[src/rtl/riffa_cmd_sequencer.sv]
// RIFFA command sequencer: takes a host command on the RX channel, optionally streams
// req_len words from a local source on DATA_TX, then returns a two-word status on CMD_TX.
//
// state    | meaning
// IDLE     | waiting for CMD_RX
// RX_ACK   | one-cycle CMD_RX_ACK pulse
// RX_DATA  | draining command words (opcode, req_len, extras discarded)
// CHECK    | evaluate status code, set ERR on failure
// DTX_REQ  | request DATA_TX, wait for DATA_TX_ACK
// DTX_DATA | pass SRC stream through to DATA_TX for req_len words
// STX_REQ  | request CMD_TX, wait for CMD_TX_ACK
// STX_DATA | send status word and transfer-count word
module riffa_cmd_sequencer #(
   parameter logic [31:0] MAX_LEN = 32'h0010_0000
) (
   input  logic        CLK,
   input  logic        RST,
   input  logic        CMD_RX,
   output logic        CMD_RX_ACK,
   input  logic        CMD_RX_LAST,
   input  logic [31:0] CMD_RX_LEN,
   input  logic [30:0] CMD_RX_OFF,
   input  logic [31:0] CMD_RX_DATA,
   input  logic        CMD_RX_DATA_VALID,
   output logic        CMD_RX_DATA_REN,
   output logic        CMD_TX,
   input  logic        CMD_TX_ACK,
   output logic        CMD_TX_LAST,
   output logic [31:0] CMD_TX_LEN,
   output logic [30:0] CMD_TX_OFF,
   output logic [31:0] CMD_TX_DATA,
   output logic        CMD_TX_DATA_VALID,
   input  logic        CMD_TX_DATA_REN,
   output logic        DATA_TX,
   input  logic        DATA_TX_ACK,
   output logic        DATA_TX_LAST,
   output logic [31:0] DATA_TX_LEN,
   output logic [30:0] DATA_TX_OFF,
   output logic [31:0] DATA_TX_DATA,
   output logic        DATA_TX_DATA_VALID,
   input  logic        DATA_TX_DATA_REN,
   input  logic [31:0] SRC_DATA,
   input  logic        SRC_VALID,
   output logic        SRC_READY,
   output logic        BUSY,
   output logic        ERR
);

   typedef enum logic [2:0] {
      S_IDLE, S_RX_ACK, S_RX_DATA, S_CHECK, S_DTX_REQ, S_DTX_DATA, S_STX_REQ, S_STX_DATA
   } state_t;

   state_t      state, state_nx;
   logic [31:0] rx_len, rx_cnt, req_len, xfer_cnt;
   logic [7:0]  opcode, status, status_chk;
   logic        word_sel, err;
   logic        unused_rx_meta;

   // host-side framing hints carry no meaning for this command format
   assign unused_rx_meta = ^{CMD_RX_LAST, CMD_RX_OFF};

   always_comb begin
      status_chk = 8'h00;
      if (rx_len != 32'd2)                              status_chk = 8'h01;
      else if (opcode != 8'h01 && opcode != 8'h02)      status_chk = 8'h02;
      else if (opcode == 8'h01 && req_len == 32'd0)     status_chk = 8'h03;
      else if (opcode == 8'h01 && req_len > MAX_LEN)    status_chk = 8'h04;
   end

   always_comb begin
      state_nx           = state;
      CMD_RX_ACK         = 1'b0;
      CMD_RX_DATA_REN    = 1'b0;
      CMD_TX             = 1'b0;
      CMD_TX_LAST        = 1'b0;
      CMD_TX_LEN         = 32'd0;
      CMD_TX_OFF         = 31'd0;
      CMD_TX_DATA        = 32'd0;
      CMD_TX_DATA_VALID  = 1'b0;
      DATA_TX            = 1'b0;
      DATA_TX_LAST       = 1'b0;
      DATA_TX_LEN        = 32'd0;
      DATA_TX_OFF        = 31'd0;
      DATA_TX_DATA       = 32'd0;
      DATA_TX_DATA_VALID = 1'b0;
      SRC_READY          = 1'b0;
      case (state)
         S_IDLE:    if (CMD_RX) state_nx = S_RX_ACK;
         S_RX_ACK: begin
            CMD_RX_ACK = 1'b1;
            state_nx   = (rx_len == 32'd0) ? S_CHECK : S_RX_DATA;
         end
         S_RX_DATA: begin
            CMD_RX_DATA_REN = 1'b1;
            if (CMD_RX_DATA_VALID && rx_cnt == rx_len - 32'd1) state_nx = S_CHECK;
         end
         S_CHECK:
            state_nx = (status_chk == 8'h00 && opcode == 8'h01) ? S_DTX_REQ : S_STX_REQ;
         S_DTX_REQ: begin
            DATA_TX      = 1'b1;
            DATA_TX_LAST = 1'b1;
            DATA_TX_LEN  = req_len;
            if (DATA_TX_ACK) state_nx = S_DTX_DATA;
         end
         S_DTX_DATA: begin
            DATA_TX            = 1'b1;
            DATA_TX_LAST       = 1'b1;
            DATA_TX_LEN        = req_len;
            DATA_TX_DATA       = SRC_DATA;
            DATA_TX_DATA_VALID = SRC_VALID;
            SRC_READY          = DATA_TX_DATA_REN;
            if (SRC_VALID && DATA_TX_DATA_REN && xfer_cnt == req_len - 32'd1)
               state_nx = S_STX_REQ;
         end
         S_STX_REQ: begin
            CMD_TX      = 1'b1;
            CMD_TX_LAST = 1'b1;
            CMD_TX_LEN  = 32'd2;
            if (CMD_TX_ACK) state_nx = S_STX_DATA;
         end
         S_STX_DATA: begin
            CMD_TX            = 1'b1;
            CMD_TX_LAST       = 1'b1;
            CMD_TX_LEN        = 32'd2;
            CMD_TX_DATA_VALID = 1'b1;
            CMD_TX_DATA       = word_sel ? xfer_cnt : {status, opcode, 16'h0000};
            if (CMD_TX_DATA_REN && word_sel) state_nx = S_IDLE;
         end
         default:   state_nx = S_IDLE;
      endcase
   end

   always_ff @(posedge CLK) begin
      if (RST) begin
         state    <= S_IDLE;
         rx_len   <= 32'd0;
         rx_cnt   <= 32'd0;
         req_len  <= 32'd0;
         xfer_cnt <= 32'd0;
         opcode   <= 8'h00;
         status   <= 8'h00;
         word_sel <= 1'b0;
         err      <= 1'b0;
      end else begin
         state <= state_nx;
         case (state)
            S_IDLE: if (CMD_RX) begin
               rx_len   <= CMD_RX_LEN;
               rx_cnt   <= 32'd0;
               req_len  <= 32'd0;
               xfer_cnt <= 32'd0;
               opcode   <= 8'h00;
               status   <= 8'h00;
               word_sel <= 1'b0;
            end
            S_RX_DATA: if (CMD_RX_DATA_VALID) begin
               if (rx_cnt == 32'd0) opcode  <= CMD_RX_DATA[7:0];
               if (rx_cnt == 32'd1) req_len <= CMD_RX_DATA;
               rx_cnt <= rx_cnt + 32'd1;
            end
            S_CHECK: begin
               status <= status_chk;
               if (status_chk != 8'h00) err <= 1'b1;
            end
            S_DTX_DATA: if (SRC_VALID && DATA_TX_DATA_REN) xfer_cnt <= xfer_cnt + 32'd1;
            S_STX_DATA: if (CMD_TX_DATA_REN) word_sel <= 1'b1;
            default: ;
         endcase
      end
   end

   assign BUSY = (state != S_IDLE);
   assign ERR  = err;

endmodule

[config.mk]
export PLATFORM = sky130hd
export DESIGN_NAME = riffa_cmd_sequencer
export DESIGN_NICKNAME = d
export VERILOG_FILES = /design/src/rtl/riffa_cmd_sequencer.sv
export SDC_FILE = /design/constraint.sdc
export NUM_CORES = 1
export LEC_CHECK = 0
export CAP_MARGIN = 20
export CORE_UTILIZATION = 50
export CTS_CLUSTER_DIAMETER = 40
export DETAILED_ROUTE_END_ITERATION = 8
export PLACE_DENSITY = 0.88
export SKIP_LAST_GASP = 1
export SLEW_MARGIN = 40
export SYNTH_ARGS = -nofsm -noshare
export SYNTH_HDL_FRONTEND = slang
export SYNTH_SLANG_ARGS = --single-unit
[constraint.sdc]
create_clock -name CLK -period 4.8 [get_ports CLK]
set_clock_uncertainty 0.2 [all_clocks]
set_input_delay 0.48 -clock CLK [delete_from_list [all_inputs] [get_ports CLK]]
set_output_delay 0.48 -clock CLK [all_outputs]
set_load 0.01 [all_outputs]
# ---- Word-level counts from Yosys, hierarchy flattened
# Cells that the tools add are included.
dict set report word_totals {
  output_inout_bits 201
  regBits 149
}
dict set report op_classes {
  n_lt_le_gt_ge 1
  eq_ne 25
  reduce_logical 30
  n_mux 41
  addsub 4
}
# cell count
set op_table {}
lappend op_table {{32-bit two-way mux} 9}
lappend op_table {{32-bit case mux with 2 select lines} 3}
lappend op_table {{32-bit zero test} 3}
lappend op_table {{32-bit by 1-bit adder with 32-bit output, second input constant} 2}
lappend op_table {{32-bit equality test} 2}
lappend op_table {{32-bit by 1-bit subtractor with 32-bit output, second input constant} 2}
lappend op_table {{32-bit by 1-bit equality test with 1-bit output, second input constant} 1}
lappend op_table {{32-bit by 21-bit > comparator with 1-bit output, second input constant} 1}
lappend op_table {{32-bit by 2-bit != test with 1-bit output, second input constant} 1}
lappend op_table {{8-bit case mux with 2 select lines} 2}
lappend op_table {{3-bit two-way mux} 10}
lappend op_table {{8-bit two-way mux} 3}
lappend op_table {{3-bit case mux with 8 select lines} 1}
lappend op_table {{2-bit != test, second input constant} 11}
lappend op_table {{3-bit equality test, second input constant} 4}
lappend op_table {{1-bit two-way mux} 10}
lappend op_table {{3-bit AND reduction} 3}
lappend op_table {{8-bit by 1-bit equality test with 1-bit output, second input constant} 1}
lappend op_table {{1-bit logical AND} 8}
lappend op_table {{8-bit zero test} 1}
lappend op_table {{8-bit by 1-bit != test with 1-bit output, second input constant} 1}
lappend op_table {{8-bit by 2-bit != test with 1-bit output, second input constant} 1}
lappend op_table {{4-bit AND reduction} 2}
lappend op_table {{2-bit nonzero test} 4}
lappend op_table {{other kinds (10)} 15}

# ---- Depth between registers and ports, before layout
# Gate-level depths: netlist of the first run.
dict set report logic_depth {
  word_depth 10
  ltp_mapped 12
}

# ---- Least setup slack after synthesis of the first run
# No wires, ideal clock.
dict set report synth_path {
  path_kind {register to register}
  startpoint {register req_len[0]}
  endpoint {register state[1]}
  setup_ns 0.086
  required_ns 4.514
  stages_incl_launch_ff 13
  n_path_buf 1
  arrival_time_ns 2.987
  slack_ns 1.527
  path_cell_list {dfxtp_1 -> inv_1 -> ha_1 -> or3b_1 -> buf_6 -> or4_1 -> a221oi_1 -> nand4_1 -> a2111oi_2 -> nand4_1 -> o31ai_4 -> a21oi_1 -> a211oi_1}
}
dict set report synth_via {
  elab_chain_len 10
  word_cells_on_any_way 17
  classes_between {1 x add/sub; 1 x order compare; 2 x eq/ne; 6 x mux; 7 x reduce/logical}
}
# item line
set synth_rtl {}
lappend synth_rtl {{start: declaration} 54} ;# logic [31:0] rx_len, rx_cnt, req_len, xfer_cnt;
lappend synth_rtl {{start signal: assignment} 138} ;# req_len <= 32'd0;
lappend synth_rtl {{start signal: assignment} 150} ;# req_len <= 32'd0;
lappend synth_rtl {{start signal: assignment} 158} ;# if (rx_cnt == 32'd1) req_len <= CMD_RX_DATA;
lappend synth_rtl {{32-bit by 21-bit > comparator with 1-bit output} 67} ;# else if (opcode == 8'h01 && req_len > MAX_LEN) status_chk = 8'h04;
lappend synth_rtl {{1-bit logical AND} 67}
lappend synth_rtl {{3-bit two-way mux} 67}
lappend synth_rtl {{3-bit two-way mux} 66} ;# else if (opcode == 8'h01 && req_len == 32'd0) status_chk = 8'h03;
lappend synth_rtl {{3-bit two-way mux} 65} ;# else if (opcode != 8'h01 && opcode != 8'h02) status_chk = 8'h02;
lappend synth_rtl {{3-bit two-way mux} 64} ;# if (rx_len != 32'd2) status_chk = 8'h01;
lappend synth_rtl {{8-bit zero test} 98} ;# state_nx = (status_chk == 8'h00 && opcode == 8'h01) ? S_DTX_REQ : S_STX_REQ;
lappend synth_rtl {{1-bit logical AND} 98}
lappend synth_rtl {{2-bit two-way mux} 98}
lappend synth_rtl {{3-bit case mux with 8 select lines} 87} ;# case (state)
lappend synth_rtl {{end signal: assignment} 145} ;# state <= state_nx;
lappend synth_rtl {{end: declaration} 53} ;# state_t state, state_nx;
# Parallel ways exist; a longest one is shown, timed or not.
# A chain may end at the register's enable or synchronous reset.

# ---- Worst setup path after layout of the first run
dict set report layout_path {
  startpoint {register state[0]}
  endpoint {output CMD_TX_DATA[5]}
}
dict set report layout_via {
  elab_chain_len 2
}
# item line
set layout_rtl {}
lappend layout_rtl {{3-bit equality test} 87}
lappend layout_rtl {{32-bit two-way mux} 87}
lappend layout_rtl {{end: declaration} 31} ;# output logic [31:0] CMD_TX_DATA,
# Every way passes these cells.

==> flow_metrics.env, run 1 <==
export IMPL_timing_max_cap_violations=0
export IMPL_fin_crit_sh_pct=83.0
export IMPL_grt_overflow_total=0
export IMPL_dpl_cell_count=1642
export IMPL_hold_viol=0
export IMPL_rsz0062_at_grt="no"
export IMPL_drt_iter0_markers=707
export IMPL_synth_area_sq_um=9600
export IMPL_async_reset_ff_share_pct=0
export IMPL_ys_seq_area_share_pct=30.0
export IMPL_cts_buffer_depth=2
export IMPL_ys_warn_count=0
export IMPL_cts_htree_levels=4
export IMPL_maxSlewViolCount=0
export IMPL_synth_top_family_by_area="simple AND/OR/NAND/NOR gates"
export IMPL_synth_cell_types=70
export IMPL_critPathTopFamily="buffers and inverters"
export IMPL_clkSlewWorstSetupHoldPaths_ns=0.06
export IMPL_p_leak_nw=4.73
export IMPL_yosys_most_used_dff="dfxtp_1"
export IMPL_cp_data_arrival_time_ns=3.30
export IMPL_drive_gt1_share_pct=4.17
export IMPL_min_path_type="reg2reg"
export IMPL_first_pass_iters=6
export IMPL_synth_cells=1270
export IMPL_setup_viol=0
export IMPL_die_height_microns=141
export IMPL_fp_dieW_microns=141
export IMPL_synth_avg_cell_area_sq_um=7.56
export IMPL_critPathMaxStageDelay_ns=0.76
export IMPL_synth_compound_area_share_pct=9.61
export IMPL_dieArea_sq_um=19800
export IMPL_cts_resized=0
export IMPL_crit_path_cell_trace="nand3_1 -> inv_1 -> and3_1 -> clkdlybuf4s50_1"
export IMPL_wl_per_cell_microns=16.4
export IMPL_routed_wl_mm=27.5
export IMPL_synth_top_cell_by_area="dfxtp_1"
export IMPL_grt_pass1_wl_mm=43.4
export IMPL_dp_hpwl_mm=19.9
export IMPL_slew_headroom_pct=50.1
export IMPL_setup_worst_path_start_class="register"
export IMPL_ys_seq_elements=144
export IMPL_outcome="complete, no violations"
export IMPL_worst_path_buf_inv=2
export IMPL_cts_tree="built"
export IMPL_fin_cells=1674
export IMPL_grt_pass1_vias=8408
export IMPL_synth_edf_count=0
export IMPL_finalCriticalPeriod_ns=3.98
export IMPL_syn_to_final_growth_pct=25.0
export IMPL_synthMuxAreaShare_pct=2.62
export IMPL_yosys_area_share_simple_pct=32.6
export IMPL_antenna_found_initial=1
export IMPL_cellPowerDensity_nw_per_um2=313
export IMPL_ys_top_cells_by_area="dfxtp_1, buf_4, xor2_1, nand2_1, xnor2_1"
export IMPL_ioPinCount=338
export IMPL_yosys_area_share_adder_pct=1.04
export IMPL_cts_sinks=144
export IMPL_root_buffer="clkbuf_16"
export IMPL_cts_setup_buffers=0
export IMPL_synth_top_area_share_pct=30.0
export IMPL_slowest_stage="dfxtp_1"
export IMPL_antennaDiodeCount=0
export IMPL_clock_latency_ns=0.43
export IMPL_via_per_inst=5.60
export IMPL_io_buffers=212
export IMPL_ant_nets=0
export IMPL_cp_max_fo=25
export IMPL_core_area_sq_um=18800
export IMPL_cp_end_kind="primary output"
export IMPL_vias=9381
export IMPL_cts_buffers=17
export IMPL_synth_xor_area_share_pct=12.6
export IMPL_grt_usage_pct=27.5
export IMPL_irDropWorstVdd_v=0.000267
export IMPL_required_ns=4.12
export IMPL_drc=0
export IMPL_grt_max_degree=84
export IMPL_fin_tns_setup_ns=0
export IMPL_worstMarginPinSlew_ns=0.739
export IMPL_finalWeightedCongestion=0.942
export IMPL_postCtsHoldBufs=0
export IMPL_start_util_pct=51.1
export IMPL_crit_type="reg2out"
export IMPL_fp_row_count=50
export IMPL_fin_nets=1572
export IMPL_max_freq_ghz=0.251
[through the flow]
step                setup slack (ns)  utilization, %  instance area, sq um  hold WS, ns  power (W)
finish                         0.817            63.9                 12000        0.269    0.00375
floorplan                       1.53               -                  9940        0.243    0.00217
global route                   0.552            63.9                 12000        0.296    0.00392
detailed placement             0.921            60.8                 11400        0.266    0.00243
global placement               0.977            60.7                 11400        0.258    0.00240
CTS                            0.849            63.9                 12000        0.275    0.00374
[per-layer routing]
metal / GRT usage (%) / up-vias / part of all wire, % / wire (microns)
met5: 0 / - / 0 / 0
met2: 46.6 / 448 / 49 / 13500
met4: 9.61 / 0 / 2.4 / 664
li1: - / 4485 / - / -
met1: 34.7 / 4394 / 41 / 11200
met3: 5.74 / 54 / 8.0 / 2190
[final timing paths]
| path | cells past startpoint | end | startpoint | slack [ns] |
|---|---|---|---|---|
| max | 4 | CMD_TX_DATA[5] | state[0]$_SDFFE_PP0P_ | 0.82 |
| max reg2reg | 11 | state[1]$_SDFFE_PP0P_ | req_len[0]$_SDFFE_PP0P_ | 0.99 |
| min | 2 | status[0]$_SDFFE_PP0P_ | status[0]$_SDFFE_PP0P_ | 0.27 |
| min reg2reg | 2 | status[0]$_SDFFE_PP0P_ | status[0]$_SDFFE_PP0P_ | 0.27 |
[state kept, by name, indices dropped and copies added (netlist names)]
signal / cells
ERR: 1
opcode: 8
req_len: 32
rx_cnt: 32
rx_len: 32
state: 3
status: 3
word_sel: 1
xfer_cnt: 32
[area by class of cell]
class | count | area, sq um
Fill cell | 1544 | 6770
Inverter | 16 | 60.1
Multi-Input combinational cell | 1027 | 5990
Clock buffer | 25 | 505
Sequential cell | 144 | 2880
Timing Repair Buffer | 221 | 2190
Tap cell | 234 | 293
Clock inverter | 7 | 75.1
[cells by family (layout without fill, tap and decap cells)]
logic type	count (synthesis)	count (layout)
simple gates	613	613
fa+ha+maj	8	8
buf+inv	191	269
flops	144	144
xor+xnor	138	138
compound gates	150	150
mux	25	25
other cells	1	93
[report_power, final]
group / switching [W] / internal [W] / leakage (nW)
registers: 0.0000845 / 0.00125 / 1.17
clock network: 0.000527 / 0.000784 / 0.276
logic: 0.000668 / 0.000442 / 3.29
[cell usage in the layout, fill, tap and decap left out, drive strengths merged, types with 42 or more instances in the layout]
cell | netlist | final
and3 | 80 | 80
xnor2 | 68 | 68
nand3 | 61 | 61
dfxtp | 144 | 144
nand2 | 163 | 163
nor2 | 117 | 117
clkdlybuf4s50 | 0 | 211
conb | 1 | 93
and2 | 42 | 42
a21oi | 85 | 85
xor2 | 70 | 70
[worst min-delay path: cells and delay by family, from the launching register on]
kind | cells | cell delay [ns]
flip-flops | 1 | 0.31
AND/OR/NAND/NOR | 1 | 0.06
AO/OA/AOI/OAI | 1 | 0.05
[synth_stat cells (16+ instances only)]
master	number
nand4_1	25
nand2_1	163
xor2_1	70
xnor2_1	68
nor3_1	31
buf_4	96
or3_1	19
o21ai_0	16
and3_1	80
mux2i_1	24
nand3_1	61
nor2_1	117
and2_1	42
dfxtp_1	144
a21oi_1	85
nor4_1	20
clkbuf_1	69
(Power assumes the default switching activity.)
==> run 2, diff against run 1 <==
Settings changed: CORE_UTILIZATION 50 to 42, PLACE_DENSITY 0.88 to 0.78.
Clock period 4.8 ns to 3.27 ns, I/O delays scaled along.
==> run 2 against run 1 <==
The flow now finishes with violations (setup timing); global-route usage shrank 3.0 points; sequential share of layout area decreased by 1.4 points; worst hold slack got worse by 0.035 ns; critical path depth rose by 7; clock power rose by 44%; largest cell class unchanged.
==> flow_metrics.env, run 2 (synthesis results as in run 1) <==
export IMPL_cp_data_arrival_time_ns=3.43
export IMPL_worstMarginPinSlew_ns=0.670
export IMPL_cellPowerDensity_nw_per_um2=448
export IMPL_power_total_w=0.00570
export IMPL_drc=0
export IMPL_maxSlewViolCount=0
export IMPL_crit_start="req_len[1]$_SDFFE_PP0P_"
export IMPL_fin_nets=1651
export IMPL_grt_overflow_total=0
export IMPL_fin_crit_sh_pct=102
export IMPL_cp_max_fo=5
export IMPL_layout_common_cells="clkdlybuf4s50_1, nand2_1, dfxtp_1, nor2_1, conb_1"
export IMPL_io_buffers=212
export IMPL_clkSlewWorstSetupHoldPaths_ns=0.07
export IMPL_final_common_cell="clkdlybuf4s50_1"
export IMPL_slew_headroom_pct=55.3
export IMPL_r2r_start="req_len[1]$_SDFFE_PP0P_"
export IMPL_utilization_pct=57.6
export IMPL_worst_r2r_path_depth=11
export IMPL_grt_pass1_wl_mm=46.3
export IMPL_via_per_inst=5.35
export IMPL_design_area_sq_um=12700
export IMPL_cts_tree="built"
export IMPL_antenna_found_initial=0
export IMPL_start_util_pct=43.4
export IMPL_cp_end_kind="register"
export IMPL_grt_max_degree=84
export IMPL_dieArea_sq_um=23500
export IMPL_cts_buffer_depth=2
export IMPL_place_area_sq_um=12000
export IMPL_first_pass_iters=5
export IMPL_outcome="finished with violations"
export IMPL_path_depth=11
export IMPL_cts_sinks=144
export IMPL_r2r_slack_ns=-0.08
export IMPL_rsz0062_at_grt="yes"
export IMPL_required_ns=3.35
export IMPL_p_leak_nw=5.13
export IMPL_routed_wl_mm=29.1
export IMPL_grt_usage_pct=24.5
export IMPL_finalWeightedCongestion=0.947
export IMPL_cts_buffers=17
export IMPL_die_height_microns=153
export IMPL_crit_top_cell="buf_4"
export IMPL_drt_iter0_markers=673
export IMPL_irDropWorstVdd_v=0.000430
export IMPL_place_ws_ns=-0.131
export IMPL_critPathTopFamily="simple AND/OR/NAND/NOR gates"
export IMPL_dp_hpwl_mm=21.5
export IMPL_vias=9623
export IMPL_setup_ws_ns=-0.0763
export IMPL_ant_nets=0
export IMPL_slowest_stage="or4_4"
export IMPL_critPathMaxStageDelay_ns=0.57
export IMPL_grt_pass1_vias=8970
export IMPL_timing_max_cap_violations=0
export IMPL_r2r_end="state[0]$_SDFFE_PP0P_"
export IMPL_fp_row_count=54
export IMPL_min_path_type="in2reg"
export IMPL_crit_path_cell_trace="buf_4 -> or4_4 -> buf_4 -> nor4b_2 -> xor2_1 -> o221ai_1 -> mux2i_1 -> a2111o_1 -> o31ai_4 -> and3_1 -> nor4_1"
export IMPL_core_area_sq_um=22100
export IMPL_root_buffer="clkbuf_16"
export IMPL_violations="setup timing"
export IMPL_cp_endpoint="state[0]$_SDFFE_PP0P_"
export IMPL_finalCriticalPeriod_ns=3.35
export IMPL_max_freq_ghz=0.299
export IMPL_wl_per_cell_microns=16.2
export IMPL_setup_worst_path_start_class="register"
export IMPL_worst_path_buf_inv=2
export IMPL_hold_viol=0
export IMPL_setup_viol=3
export IMPL_antennaDiodeCount=0
export IMPL_fill_cells=1942
export IMPL_clock_latency_ns=0.44
export IMPL_cts_htree_levels=4
export IMPL_drive_gt1_share_pct=10.4
export IMPL_syn_to_final_growth_pct=32.6
export IMPL_ioPinCount=338
export IMPL_fp_dieW_microns=153
export IMPL_crit_type="reg2reg"
run 2: through the flow:
step	TNS, ns	hold slack (ns)	std cells
detailed placement	-0.427	0.268	1762
global placement	-0.255	0.256	1762
global route	-0.422	0.245	1799
floorplan	0	0.243	1362
finish	-0.163	0.235	1799
CTS	0	0.223	1795
run 2: layout make-up:
cell class / instances / area, sq um / area share [%]
clock buffers: 18 / 429 / 3.37
clock inverters: 14 / 133 / 1.04
inverters: 16 / 60.1 / 0.472
multi-input cells: 1027 / 6070 / 47.7
flip-flops and latches: 144 / 2890 / 22.7
well taps: 280 / 350 / 2.75
repair buffers: 300 / 2800 / 22.0
run 2: how the worst min path moves through the flow:
stage,startpoint,end,slack (ns),cells after the start
6_report,CMD_RX_LEN[31],rx_len[31]$_SDFFE_PP0P_,0.23,3
5_1_grt,CMD_RX_LEN[12],rx_len[12]$_SDFFE_PP0P_,0.25,3
4_1_cts,CMD_RX_LEN[25],rx_len[25]$_SDFFE_PP0P_,0.22,3
3_5_place_dp,ERR$_SDFFE_PP0P_,ERR$_SDFFE_PP0P_,0.27,2
3_3_place_gp,ERR$_SDFFE_PP0P_,ERR$_SDFFE_PP0P_,0.26,2
2_1_floorplan,status[0]$_SDFFE_PP0P_,status[0]$_SDFFE_PP0P_,0.24,2
run 2: timing repair:
item                                    in CTS  in global routing
endpoints found under the hold margin        0                  0
hold buffers                                 0                  0
pin swaps                                    5                 12
resized for setup                           10                 14
endpoints found under the setup margin       3                  3
buffers inserted                             1                  4
run 2: power by group:
part / total [W] / internal, W / switching, W
registers: 0.00192 / 0.00183 / 0.0000872
clock network: 0.00188 / 0.00106 / 0.000819
logic: 0.00191 / 0.000821 / 0.00108
total: 0.00570 / 0.00371 / 0.00199
run 2: routing by layer:
metal / GRT usage [%] / wire length (microns) / vias to the layer above
li1: - / - / 4644
met1: 30.1 / 12100 / 4551
met2: 42.2 / 14200 / 381
met3: 4.42 / 2030 / 47
met4: 10.0 / 729 / 0
met5: 0 / 0 / -
run 2: worst reg2reg max path, cell delays in order, from the launching register on:
cell and delay [ns]:
dfxtp_2 0.33, buf_4 0.15, or4_4 0.57, buf_4 0.16, nor4b_2 0.37, xor2_1 0.11
o221ai_1 0.19, mux2i_1 0.15, a2111o_1 0.41, o31ai_4 0.30, and3_1 0.21, nor4_1 0.05
